<file path="src/rtl/adau_spi_arbiter.sv">
`default_nettype none
// ============================================================================
// Module   : adau_spi_arbiter
// Brief    : Round-robin arbiter sharing one SPI master among NUM_REQ codec
//            command requesters (port 0 = init list), with a completion
//            watchdog. Define ADAU_ARB_STATS_EN to add transfer/abort counters.
// Revision : 1.0 - initial release
// ============================================================================
module adau_spi_arbiter #(
    parameter int NUM_REQ        = 3,
    parameter int TIMEOUT_CYCLES = 4096,
    parameter int TO_W           = 13
) (
    input  logic                   clk,
    input  logic                   reset,
    input  logic                   adau_init_done,
    input  logic [NUM_REQ-1:0]     req_valid,
    input  logic [32*NUM_REQ-1:0]  req_cmd,
    output logic [NUM_REQ-1:0]     req_ready,
    output logic [NUM_REQ-1:0]     req_done,
    output logic [31:0]            spi_command,
    output logic                   spi_command_valid,
    input  logic                   spi_ready,
    input  logic                   spi_done,
    output logic                   busy,
    output logic [2:0]             grant_id,
`ifdef ADAU_ARB_STATS_EN
    output logic [15:0]            xfer_count,
    output logic [7:0]             timeout_count,
`endif
    output logic                   timeout_err
);

    typedef enum logic [1:0] {
        S_IDLE      = 2'd0,
        S_ISSUE     = 2'd1,
        S_WAIT_DONE = 2'd2
    } state_t;

    localparam logic [TO_W-1:0] c_WDOG_LAST = TO_W'(TIMEOUT_CYCLES - 1);

    state_t             r_state;
    state_t             w_state_nxt;
    logic [2:0]         r_rr_ptr;
    logic [TO_W-1:0]    r_wdog;

    logic               w_grant_any;
    logic [2:0]         w_grant_idx;
    logic [31:0]        w_grant_cmd;
    logic [NUM_REQ-1:0] w_grant_oh;
    logic [NUM_REQ-1:0] w_done_oh;
    logic               w_accept;
    logic               w_xfer_done;
    logic               w_abort;
    int                 w_dist;
    int                 w_best_dist;

    // Pick the valid port closest after rr_ptr in circular order.
    always_comb begin
        w_grant_any = 1'b0;
        w_grant_idx = 3'd0;
        w_dist      = 0;
        w_best_dist = NUM_REQ;
        if (!adau_init_done) begin
            w_grant_any = req_valid[0];
        end else begin
            for (int i = 0; i < NUM_REQ; i++) begin
                w_dist = (i + 2*NUM_REQ - int'(r_rr_ptr) - 1) % NUM_REQ;
                if (req_valid[i] && (w_dist < w_best_dist)) begin
                    w_best_dist = w_dist;
                    w_grant_any = 1'b1;
                    w_grant_idx = 3'(i);
                end
            end
        end
    end

    always_comb begin
        w_grant_cmd = 32'd0;
        w_grant_oh  = '0;
        w_done_oh   = '0;
        for (int i = 0; i < NUM_REQ; i++) begin
            if (w_grant_idx == 3'(i)) begin
                w_grant_cmd   = req_cmd[32*i +: 32];
                w_grant_oh[i] = 1'b1;
            end
            if (grant_id == 3'(i)) begin
                w_done_oh[i] = 1'b1;
            end
        end
    end

    assign w_accept    = (r_state == S_ISSUE) && spi_ready;
    assign w_xfer_done = (r_state == S_WAIT_DONE) && spi_done;
    assign w_abort     = (r_state == S_WAIT_DONE) && !spi_done && (r_wdog == c_WDOG_LAST);

    assign spi_command_valid = (r_state == S_ISSUE);
    assign busy              = (r_state != S_IDLE);

    always_ff @(posedge clk or posedge reset) begin
        if (reset) begin
            r_state <= S_IDLE;
        end else begin
            r_state <= w_state_nxt;
        end
    end

    always_comb begin
        w_state_nxt = r_state;
        req_ready   = '0;
        req_done    = '0;
        case (r_state)
            S_IDLE: begin
                if (w_grant_any) begin
                    w_state_nxt = S_ISSUE;
                    // Reset holds the FSM in IDLE; keep the pulse quiet meanwhile.
                    req_ready   = reset ? '0 : w_grant_oh;
                end
            end
            S_ISSUE: begin
                if (spi_ready) begin
                    w_state_nxt = S_WAIT_DONE;
                end
            end
            S_WAIT_DONE: begin
                if (spi_done) begin
                    w_state_nxt = S_IDLE;
                    req_done    = w_done_oh;
                end else if (w_abort) begin
                    w_state_nxt = S_IDLE;
                end
            end
            default: begin
                w_state_nxt = S_IDLE;
            end
        endcase
    end

    always_ff @(posedge clk or posedge reset) begin
        if (reset) begin
            spi_command <= 32'd0;
            grant_id    <= 3'd0;
            r_rr_ptr    <= 3'd0;
            r_wdog      <= '0;
            timeout_err <= 1'b0;
        end else begin
            if ((r_state == S_IDLE) && w_grant_any) begin
                spi_command <= w_grant_cmd;
                grant_id    <= w_grant_idx;
                r_rr_ptr    <= w_grant_idx;
            end
            if (w_accept) begin
                r_wdog <= '0;
            end else if (r_state == S_WAIT_DONE) begin
                r_wdog <= r_wdog + TO_W'(1);
            end
            if (w_abort) begin
                timeout_err <= 1'b1;
            end
        end
    end

`ifdef ADAU_ARB_STATS_EN
    always_ff @(posedge clk or posedge reset) begin
        if (reset) begin
            xfer_count    <= 16'd0;
            timeout_count <= 8'd0;
        end else begin
            if (w_xfer_done && (xfer_count != 16'hFFFF)) begin
                xfer_count <= xfer_count + 16'd1;
            end
            if (w_abort && (timeout_count != 8'hFF)) begin
                timeout_count <= timeout_count + 8'd1;
            end
        end
    end
`endif

endmodule
`default_nettype wire

</file>
<file path="config.mk">
export PLATFORM = sky130hd
export DESIGN_NAME = adau_spi_arbiter
export DESIGN_NICKNAME = d
export VERILOG_FILES = /design/src/rtl/adau_spi_arbiter.sv
export SDC_FILE = /design/constraint.sdc
export NUM_CORES = 1
export LEC_CHECK = 0
export ABC_AREA = 1
export BUFFER_PORTS_ARGS = -buffer_cell sky130_fd_sc_hd__buf_4
export CAP_MARGIN = 0
export CORE_ASPECT_RATIO = 0.8
export CORE_MARGIN = 2
export CORE_UTILIZATION = 25
export CTS_CLUSTER_SIZE = 24
export DETAILED_ROUTE_END_ITERATION = 6
export REMOVE_ABC_BUFFERS = 1
export SLEW_MARGIN = 20
export SYNTH_ARGS = -nofsm -noshare
export SYNTH_HDL_FRONTEND = slang
export SYNTH_SLANG_ARGS = --single-unit
</file>
<file path="constraint.sdc">
create_clock -name clk -period 8.9 [get_ports clk]
set_input_delay 0.445 -clock clk [delete_from_list [all_inputs] [get_ports clk]]
set_output_delay 0.445 -clock clk [all_outputs]
set_load 0.03 [all_outputs]
</file>
---- Word level (Yosys, flattened, before mapping) ----
Cells that the tools add are included.
operators by class
  equal/unequal tests ..................... 10
  $add $sub $neg .......................... 7
  divide/modulo/power cells ............... 3
  mux-type cells .......................... 32
  order comparisons ....................... 3
  reductions and logical operators ........ 14
operators with widths
  kind                   count
  $mux 32                7
  $mod 32x3->32 const B  3
  $lt 32x32->1           2
  $lt 32x3->1 const B    1
  $mux 13                2
  $mux 3                 7
  $add 13x1->13 const B  1
  $eq 13x12->1 const B   1
  $mux 1                 11
  $sub 4x2->5 const B    2
  $mux 2                 4
  $sub 3x3->4 const A    2
  $logic_and 1x1->1      7
  $eq 3x1->1 const B     2
  $eq 3x2->1 const B     2
  $logic_not 3->1        2
  $pmux 2 s3             1
  $sub 5x2->6 const B    1
  $sub 4x3->5 const A    1
  $reduce_bool 2->1      2
  $ne 3x3->1 const B     1
  $reduce_and 3->1       1
  $eq 2x1->1 const B     1
  $eq 2x2->1 const B     1
  other kinds (4)        4
storage, ports and cells
  bits in registers ....................... 51
  bits of input ports ..................... 104

---- Depth between registers and ports, before layout ----
  depth after elaboration ................. 20
  gate-level depth with buffers ........... 62
  gate-level depth less buffers ........... 59

---- Worst setup path after synthesis ----
No wires, ideal clock.
  kind .................................... flip-flop to output port
  start point ............................. reg r_rr_ptr[0]
  end point ............................... out req_ready[0]
  slack ................................... 91 ps
  arrival ................................. 8364 ps
  stages on the path, launching flop included .. 53
  cell sequence ........................... dfrtp_1 -> inv_1 -> ha_1 -> nand2_1 -> inv_2 -> nand2_1 -> nand2_2 -> nand3_1 -> inv_1 -> ha_1 -> inv_1 -> nand2_1 -> nand2_1 -> inv_1 -> ha_1 -> inv_1 -> nand2_1 -> o21bai_2 -> (+17 left out) -> inv_1 -> clkbuf_1 -> clkbuf_1 -> o21ai_0 -> ha_1 -> a21oi_1 -> nor2_1 -> a211oi_1 -> o221a_2 -> nor2_1 -> a2111oi_0 -> nand2_1 -> nand2_2 -> nand3_4 -> nand3_2 -> buf_2 -> nand3_1 -> nor3_1
between the ends
  word-level cells in the longest chain between the ends .. 20
  elaborated cells between the ends (all ways) .. 31
  classes of those cells .................. 6 x add/sub; 3 x div; 3 x order compare; 15 x mux; 4 x reduce/logical
ends and longest elaborated chain
  what                      RTL line  RTL
  start: declaration        44        logic [2:0] r_rr_ptr;
  start signal: assignment  150       r_rr_ptr <= w_grant_idx;
  $sub 3x3->4               68        w_dist = (i + 2*NUM_REQ - int'(r_rr_ptr) - 1) % NUM_REQ;
  $sub 4x2->5               68
  $mod 32x3->32             68
  $lt 32x3->1               69        if (req_valid[i] && (w_dist < w_best_dist)) begin
  $logic_and 1x1->1         69
  $mux 32                   69
  $mux 32                   64        if (!adau_init_done) begin
  $lt 32x32->1              69
  (+4 left out)             --
  $logic_and 1x1->1         69
  $mux 3                    69
  $mux 3                    64
  $logic_not 3->1           83        if (w_grant_idx == 3'(i)) begin
  $mux 1                    83
  $mux 3                    117       req_ready = reset ? '0 : w_grant_oh;
  $mux 3 *                  114       if (w_grant_any) begin
  $mux 3 *                  112       case (r_state)
  end: declaration          19        output logic [NUM_REQ-1:0] req_ready,
Mark *: on every way between the ends. The rest lies on a longest branch, timed or not. The select of a mux whose other input is x is not followed.

---- Final worst setup path ----
  start point ............................. reg r_rr_ptr[0]
  end point ............................... out req_ready[1]
between the ends
  word-level cells in the longest chain between the ends .. 20
  elaborated cells between the ends (all ways) .. 31
  classes of those cells .................. 6 x add/sub; 3 x div; 3 x order compare; 1 x eq/ne; 15 x mux; 3 x reduce/logical
ends and longest elaborated chain
  what               RTL line
  $sub 3x3->4        68
  $sub 4x2->5        68
  $mod 32x3->32      68
  $lt 32x3->1        69
  $logic_and 1x1->1  69
  $mux 32            69
  $mux 32            64
  $lt 32x32->1       69
  (+4 left out)      --
  $logic_and 1x1->1  69
  $mux 3             69
  $mux 3             64
  $eq 3x1->1         83
  $mux 1             83
  $mux 3             117
  $mux 3 *           114
  $mux 3 *           112
Marks and branches as above.

==> results.json <==
{
  "status": "finished, final reports clean",
  "htreeDepth": 2,
  "drt_iter0_drc": 540,
  "die_width_um": 171,
  "gp_congestion": 0.848,
  "grt_pass1_wl_um": 28300,
  "min_path_type": "input pin to register",
  "met3_length_um": 1400,
  "final_core_util_pct": 33.2,
  "layout.cells.non_filler": 1277,
  "tightest_slew_ns": 0.886,
  "highest_layer": "met4",
  "min_path_cells": 2,
  "async_flop_share_pct": 100,
  "report.final.slew_viol_count": 0,
  "clock_skew_ns": 0.00500,
  "die_y_um": 138,
  "finalCriticalPeriod_ns": 8.11,
  "worst_ep_required_time_ns": 8.46,
  "ys_top_cells_by_area": "dfrtp_1 22%, nand2_1 18%, ha_1 17%",
  "arrival_ns": 7.66,
  "synth_edf_count": 0,
  "start_util_pct": 25.7,
  "post-synth-top-count-cell": "nand2_1",
  "postRouteAntennaNets": 0,
  "critPathLaunchType": "register",
  "clock_sinks": 50,
  "synth.yosys.warnings": 0,
  "hold_viol": 0,
  "first_pass_iters": 5,
  "grt_max_degree": 51,
  "synth_top_area_share_pct": 22.3,
  "drive_above_1_share_pct": 21.5,
  "end_kind": "output pin",
  "min_period_over_period_pct": 91.1,
  "wl_met2_um": 7730,
  "cts-buffers-inserted": 5,
  "rows": 48,
  "yosysTopAreaCell": "dfrtp_1",
  "r2r-start": "r_rr_ptr[0]$_DFFE_PP0P_",
  "antenna_found_initial": 0,
  "slew-limit-headroom_pct": 40.9,
  "drcViolationCount": 0,
  "reg2reg_depth": 50,
  "die_area_um2": 23600,
  "yosysSeqAreaShare_pct": 22.3,
  "port_buffers": 146,
  "ys_types": 39,
  "min_from": "spi_ready",
  "vias_per_cell": 4.87,
  "cpPeakStageDelay_ns": 0.47,
  "critPathLaunch": "r_rr_ptr[0]$_DFFE_PP0P_",
  "area_growth_syn_to_layout_pct": 29.3,
  "wirelength_um": 17900,
  "crit_cells": 50,
  "gr-total-overflow": 0,
  "cts_tree": "built",
  "synthFlopType": "dfrtp_1",
  "synthCells": 856,
  "synth_area_um2": 5600,
  "antenna_cells": 0,
  "syn_area_per_cell_um2": 6.54,
  "crit_fanout": 21,
  "core_area_um2": 21800,
  "cts_max_path_buffers": 2,
  "synth_common_cells": "265 x nand2_1, 115 x nand3_1, 78 x inv_1",
  "clock_latency_ns": 0.29,
  "io_pins": 148,
  "setup_viol": 0,
  "vias": 6222,
  "holdBufCountCts": 0,
  "dp_slack_ns": -0.202,
  "crit_buf_inv": 9,
  "wl_per_cell_um": 14.0,
  "crit_type": "register to output pin",
  "dp.cells": 1268,
  "postLayoutSetupSlackWorst_ns": 0.791,
  "cp_top_family": "simple AND/OR/NAND/NOR gates",
  "timing.fmax_mhz": 123,
  "drt-met1-wl_um": 8660,
  "clockRootBuffer": "clkbuf_16",
  "grt_usage_pct": 14.5,
  "cap_viol_max_count": 0,
  "fin_nets": 1156,
  "ys_ff_latch": 50,
  "cpMaxStageDelayCell": "dfrtp_2",
  "hpwl_um": 13000,
  "first_global_vias": 5744,
  "worst_path_most_repeated_cell": "nand2_1",
  "clk_pin_slew_worst_paths_ns": 0.07
}
worst reg2reg max path: cells and delay by family (launching register included):
| family | cells | cell delay [ns] |
|---|---|---|
| compound gates | 5 | 0.82 |
| fa+ha+maj | 5 | 1.32 |
| buf+inv | 10 | 1.63 |
| flops | 1 | 0.47 |
| simple gates | 30 | 3.68 |
per-stage QoR:
stage | instance area [um^2] | setup TNS [ns] | hold WS, ns
2_1_floorplan | 5360 | -12.74 | 0.515
3_3_place_gp | 6920 | 0 | 0.463
3_5_place_dp | 6920 | -5.65 | 0.465
4_1_cts | 7100 | 0 | 0.335
5_1_grt | 7240 | -0.0134 | 0.358
6_report | 7240 | 0 | 0.342
worst paths after layout:
kind	end	slack (ns)
setup / recovery	req_ready[1]	0.79
hold reg to reg	timeout_err$_DFFE_PP0P_	0.48
max in group asynchronous	spi_command[2]$_DFFE_PP0P_	8.06
setup reg to reg	spi_command[6]$_DFFE_PP0P_	0.92
hold / removal	r_state[0]$_DFFE_PP0P_	0.34
min in group asynchronous	r_wdog[4]$_DFFE_PP0P_	0.37
area by class of cell:
cell class                 count  area [um^2]
sequential                    50         1250
clock buffer                   6          139
tap                          300          375
timing repair buffer         160         1230
fill                        2338        14600
clock inverter                 1         30.0
inverter                      84          319
multi-input combinational    676         3890
what timing repair did:
action	CTS	global route
setup buffers	0	1
endpoints found under the hold margin	0	0
gates resized for setup	4	23
endpoints found under the setup margin	36	38
cloned	0	1
cells by family (layout without fill, tap and decap cells):
group	after synthesis	count (layout)	share of synthesized area [%]
compound gates	107	107	10.9
xor+xnor	2	2	0.313
fa+ha+maj	75	75	16.8
buf+inv	131	251	9.99
flops	50	50	22.3
other cells	1	2	0.0670
simple gates	490	490	39.7
cell usage in the layout, fill, tap and decap left out, types with 5 or more instances in the layout:
cell type / Yosys / final
nand2_1: 265 / 264
buf_4: 7 / 157
nand3_1: 115 / 114
inv_1: 78 / 75
ha_1: 75 / 74
a21oi_1: 49 / 48
dfrtp_1: 50 / 48
nand4_1: 45 / 45
nor2_1: 32 / 31
o21ai_0: 30 / 30
nor3_1: 11 / 10
inv_2: 5 / 7
o22ai_1: 6 / 6
clkbuf_16: 0 / 6
nand2_2: 7 / 5
nand3_2: 5 / 5
a211oi_1: 5 / 5
registers in the layout, indices dropped and copies added, names as in the netlist:
name / count
spi_command: 32
r_wdog: 13
timeout_err: 1
r_rr_ptr: 2
r_state: 2
metal layers:
| layer | vias to the layer above | global-route usage, % |
|---|---|---|
| li1 | 3130 | - |
| met1 | 2873 | 21.9 |
| met2 | 211 | 21.9 |
| met3 | 8 | 2.80 |
| met4 | 0 | 1.41 |
| met5 | - | 0 |
Power is left out: the tool's default activity adds up to more than one toggle a clock period on the data nets, which glitch-free logic cannot reach.
